--- src/rtl/fir_pkg.sv ---
// fir_pkg: shared widths, FSM states and saturation limits for the FIR accumulator
package fir_pkg;
    localparam int ACC_W = 32;
    localparam logic [ACC_W-1:0] SAT_POS = 32'h7FFFFFFF;
    localparam logic [ACC_W-1:0] SAT_NEG = 32'h80000000;
    typedef enum logic [1:0] {IDLE, ACCUM, DONE} state_t;
endpackage

--- src/rtl/ripple_carry_adder_32bit.sv ---
// ripple_carry_adder_32bit: 32-bit ripple-carry adder, no carry-in or carry-out, sum wraps modulo 2^32
module ripple_carry_adder_32bit (
    input  logic [31:0] a,
    input  logic [31:0] b,
    output logic [31:0] sum
);
    logic [31:0] c;
    assign c[0] = 1'b0;
    for (genvar i = 0; i < 32; i++) begin : g_bit
        assign sum[i] = a[i] ^ b[i] ^ c[i];
        if (i < 31) begin : g_carry
            assign c[i+1] = (a[i] & b[i]) | (c[i] & (a[i] ^ b[i]));
        end
    end
endmodule

--- src/rtl/fir_acc_ctrl.sv ---
// fir_acc_ctrl: FIR MAC accumulator sequencer over the shared adder; FIR_ACC_SAT_EN enables signed saturation
module fir_acc_ctrl
    import fir_pkg::*;
#(
    parameter int TAPS = 16,
    parameter int W    = 32
) (
    input  logic                      clk,
    input  logic                      rst,
    input  logic                      start,
    input  logic                      prod_valid,
    input  logic [W-1:0]              prod_data,
    output logic                      prod_ready,
    output logic [$clog2(TAPS)-1:0]   tap_idx,
    output logic [W-1:0]              acc_out,
    output logic                      out_valid,
    input  logic                      out_ready,
    output logic                      busy,
    output logic                      sat_flag
);
    localparam int IDX_W = $clog2(TAPS);
    localparam logic [IDX_W-1:0] LAST = IDX_W'(TAPS - 1);

    if (W != ACC_W) begin : g_bad_w
        $error("fir_acc_ctrl: W must equal the adder width of 32");
    end

    state_t           state_q;
    logic [W-1:0]     acc_q, acc_out_q, sum, acc_d;
    logic [IDX_W-1:0] tap_idx_q;
    logic             prod_ready_q, out_valid_q, busy_q, sat_q, sat_hit, hs, last;

    ripple_carry_adder_32bit u_add (
        .a   (acc_q),
        .b   (prod_data),
        .sum (sum)
    );

    assign hs   = prod_valid & prod_ready_q;
    assign last = tap_idx_q == LAST;

    // next accumulator value: raw wrapped sum, or clamped on signed overflow when saturation is built in
    always_comb begin
`ifdef FIR_ACC_SAT_EN
        sat_hit = (acc_q[W-1] == prod_data[W-1]) && (sum[W-1] != acc_q[W-1]);
        acc_d   = sat_hit ? (acc_q[W-1] ? SAT_NEG : SAT_POS) : sum;
`else
        sat_hit = 1'b0;
        acc_d   = sum;
`endif
    end

    // controller FSM with registered handshake and status outputs
    always_ff @(posedge clk or posedge rst) begin
        if (rst) begin
            state_q      <= IDLE;
            acc_q        <= '0;
            acc_out_q    <= '0;
            tap_idx_q    <= '0;
            prod_ready_q <= 1'b0;
            out_valid_q  <= 1'b0;
            busy_q       <= 1'b0;
            sat_q        <= 1'b0;
        end else begin
            case (state_q)
                IDLE: if (start) begin
                    acc_q        <= '0;
                    tap_idx_q    <= '0;
                    sat_q        <= 1'b0;
                    prod_ready_q <= 1'b1;
                    busy_q       <= 1'b1;
                    state_q      <= ACCUM;
                end
                ACCUM: if (hs) begin
                    acc_q     <= acc_d;
                    tap_idx_q <= last ? '0 : tap_idx_q + 1'b1;
                    if (sat_hit) sat_q <= 1'b1;
                    if (last) begin
                        acc_out_q    <= acc_d;
                        prod_ready_q <= 1'b0;
                        out_valid_q  <= 1'b1;
                        state_q      <= DONE;
                    end
                end
                DONE: if (out_ready) begin
                    out_valid_q <= 1'b0;
                    busy_q      <= 1'b0;
                    state_q     <= IDLE;
                end
                default: state_q <= IDLE;
            endcase
        end
    end

    assign prod_ready = prod_ready_q;
    assign tap_idx    = tap_idx_q;
    assign acc_out    = acc_out_q;
    assign out_valid  = out_valid_q;
    assign busy       = busy_q;
    assign sat_flag   = sat_q;
endmodule
--- config.mk ---
export PLATFORM = sky130hd
export DESIGN_NAME = fir_acc_ctrl
export DESIGN_NICKNAME = d
export VERILOG_FILES = /design/src/rtl/fir_pkg.sv /design/src/rtl/ripple_carry_adder_32bit.sv /design/src/rtl/fir_acc_ctrl.sv
export SDC_FILE = /design/constraint.sdc
export NUM_CORES = 1
export LEC_CHECK = 0
export BUFFER_PORTS_ARGS = -buffer_cell sky130_fd_sc_hd__buf_2
export CORE_UTILIZATION = 50
export DETAILED_ROUTE_END_ITERATION = 10
export PLACE_DENSITY = 0.8
export SLEW_MARGIN = 20
export SYNTH_ARGS = -nofsm -noshare
export SYNTH_HDL_FRONTEND = slang
export SYNTH_SLANG_ARGS = --single-unit
--- constraint.sdc ---
create_clock -name clk -period 17.3 [get_ports clk]
set_clock_uncertainty 0.2 [all_clocks]
set_input_delay 1.73 -clock clk [delete_from_list [all_inputs] [get_ports clk]]
set_output_delay 1.73 -clock clk [all_outputs]
set_load 0.01 [all_outputs]
==> summary.md <==
| Metric | Value |
|---|---|
| Status | completed |
| # port buffers | 75 |
| Multi-input combinational cell area | 1510 sq um |
| Most frequent CP cell | fa_1 |
| Main synth FF type | dfrtp_1 |
| CTS sink count | 73 |
| CTS Buffer Depth | 2 |
| CTS resizes | 0 |
| Core area | 6940 sq um |
| Die area | 7710 sq um |
| Num CTS Buffers | 9 |
| Largest net degree at the start of global routing | 74 |
| Post-Syn Instances | 319 |
| Initial antenna violation count | 0 |
| Ranking of synthesized cells by area | dfrtp_1 50%, fa_1 16%, o21ai_0 8.6% |
| CP startpoint kind | input pin |
| Top-area cell type share of the netlist area | 49.6% |
| PwrDens | 98.7 nW/um^2 |
| Worst rel slew slack | 30.2% |
| Gr ovfl total | 0 |
| I/O pins | 77 |
| Slew @ Worst Pin | 1.05 ns |
| Layout cell share with drive strength beyond 1 | 25.4% |
| Hold buffers post-CTS | 0 |
| Register Area | 1830 sq um |
| Die Y-Extent | 87.8 um |
| Endpoints failing hold | 0 |
| Drt total wl | 7.60 mm |
| Setup Fix Bufs, Post-CTS | 0 |
| DRC Markers | 0 |
| Reg2reg start | acc_q[0] |
| Number of vias per cell | 5.34 |
| Total Nets Final | 459 |
| FMAX | 71.5 MHz |
| Syn-to-layout area delta | 16.1% |
| Worst vdd ir | 0.0419 mV |
| Slowest-stage cell, CP | fa_1 |
| Syn_area_per_cell | 11.5 sq um |
| Sequential cell area fraction in the yosys report | 49.6% |
| # H-tree levels | 3 |
| Final Max Slew Viols | 0 |
| Largest stage delay, worst path | 0.43 ns |
| Mapped Nets | 388 |
| Max Cap Viol | 0 |
| Most frequent cells in the layout | 75 x buf_2, 73 x dfrtp_1, 63 x o21ai_0 |
| Critical path arrival | 14.01 ns |
| FP Rows | 30 |
| Worst hold path class | register to register |
| Die W | 87.8 um |
| Root buf cell | clkbuf_8 |
| Number of synthesized register bits | 73 |
| Worst setup startpoint | prod_data[0] |
| Post-Syn Area | 3680 sq um |
| GR Util All Layers | 22.2% |
| RSZ-0062 raised after global routing | false |
| Routed length per instance | 15.5 um |
| CP endpoint kind | register |
| Detailed Route Iter0 Violations | 139 |
| Final critical-path required period | 13.99 ns |
| Hold Startpoint | acc_q[28] |
| Post-synth EDFFs | 0 |
| TritonCTS clock tree | built |
| LEAKAGE | 0.00215 uW |
| Tcrit/Tclk final | 80.9% |
| TritonRoute pass-1 iters | 4 |
| CP max FO | 3 |
| Most common cell after layout, fill and taps aside | buf_2 |
| Clock latency on the worst-skew pair | 0.34 ns |
| DP Wirelength | 5.15 mm |
| Routability cong. | 0.766 |
| WHS | 0.289 ns |
| Clock-pin slew on the worst setup and hold paths | 0.07 ns |
| Largest area contributor in the netlist | dfrtp_1 |
| Setup Viol. Count Final | 0 |
| Filler cell count | 584 |
| Synth warn | 0 |
| Vias in the first global route | 2750 |
| Synth async-reset ratio | 100% |
| Vias | 2615 |
| Req. time, crit path | 17.32 ns |
| WS Path Type | input pin to register |
| First-pass GRT wire length | 13.0 mm |
| TNS Setup | 0 ns |
| Diode count | 0 |
| Starting Density | 53.0% |
| Cell variety after synth | 37 |
| ANT nets after route | 0 |
## worst paths after layout
check / endpoint / slack [ns] / cells after the start
setup / recovery: acc_q[31] / 3.31 / 37
hold / removal: acc_q[28] / 0.29 / 1
setup reg to reg: acc_q[31] / 4.40 / 36
hold reg to reg: acc_q[28] / 0.29 / 1
max in group asynchronous: acc_out[11] / 14.81 / 3
min in group asynchronous: acc_out[1] / 1.44 / 3
## through the flow
stage                     utilization [%]  setup slack, ns  instance area (sq um)  total power (uW)  instances
after floorplan                         -             3.55                   3680               272        319
after global placement               58.8             3.16                   4080               294        474
after detailed placement             58.8             2.98                   4080               302        474
after CTS                            61.4             3.33                   4260               425        489
after global routing                 61.6             2.91                   4280               451        490
final                                61.6             3.31                   4280               422        490
## state kept, by name (all words and copies together) (netlist names)
signal and flops:
out_valid 1, acc_q 32, tap_idx 4, state_q 2, acc_out 32, prod_ready 1
busy 1
## power breakdown
part           internal, uW  switching (uW)  total (uW)
clock network          62.4            60.3         123
registers               188            12.0         200
logic                  48.1            51.5        99.5
total                   298             124         422
## metal layers
metal	share of wire (%)	track usage (%)	vias up	routed length [um]
met5	0	0	-	0
li1	-	-	1208	-
met1	46	30.4	1327	3520
met2	48	36.4	69	3680
met4	1.2	7.30	0	93
met3	3.9	3.68	11	299
## synth_stat cells (2+ instances only)
library cell,number
a21oi_1,5
a22o_1,4
a41oi_1,2
buf_2,3
buf_6,5
clkbuf_1,9
dfrtp_1,73
fa_1,30
ha_1,2
inv_1,63
mux2_2,2
nand2_1,3
nand3_1,4
nor2_1,2
o21ai_0,63
o2bb2ai_1,28
## final cells by class
| type | instances | area share [%] |
|---|---|---|
| timing repair buffer | 78 | 9.39 |
| inverter | 63 | 5.53 |
| clock buffer | 12 | 3.86 |
| sequential | 73 | 42.7 |
| clock inverter | 3 | 0.351 |
| tap | 96 | 2.81 |
| multi-input combinational | 165 | 35.3 |
## kinds of logic after synthesis
kind of cell | count (synthesis) | synth area share (%)
and+or+nand+nor | 17 | 2.68
buffers and inverters | 81 | 9.48
xor gates and xnor gates | 2 | 0.476
AOI/OAI and AO/OA | 108 | 19.1
muxes | 5 | 1.60
DFF | 73 | 49.6
adders and majority gates | 32 | 17.0
other | 1 | 0.102
## critical path, delay by kind of cell
kind,cells,cell delay (ns)
compound gates,1,0.28
xor+xnor,1,0.11
fa+ha+maj,31,11.52
buf+inv,3,0.19
simple gates,1,0.17
Note: power is estimated with default switching activity, not from simulation.
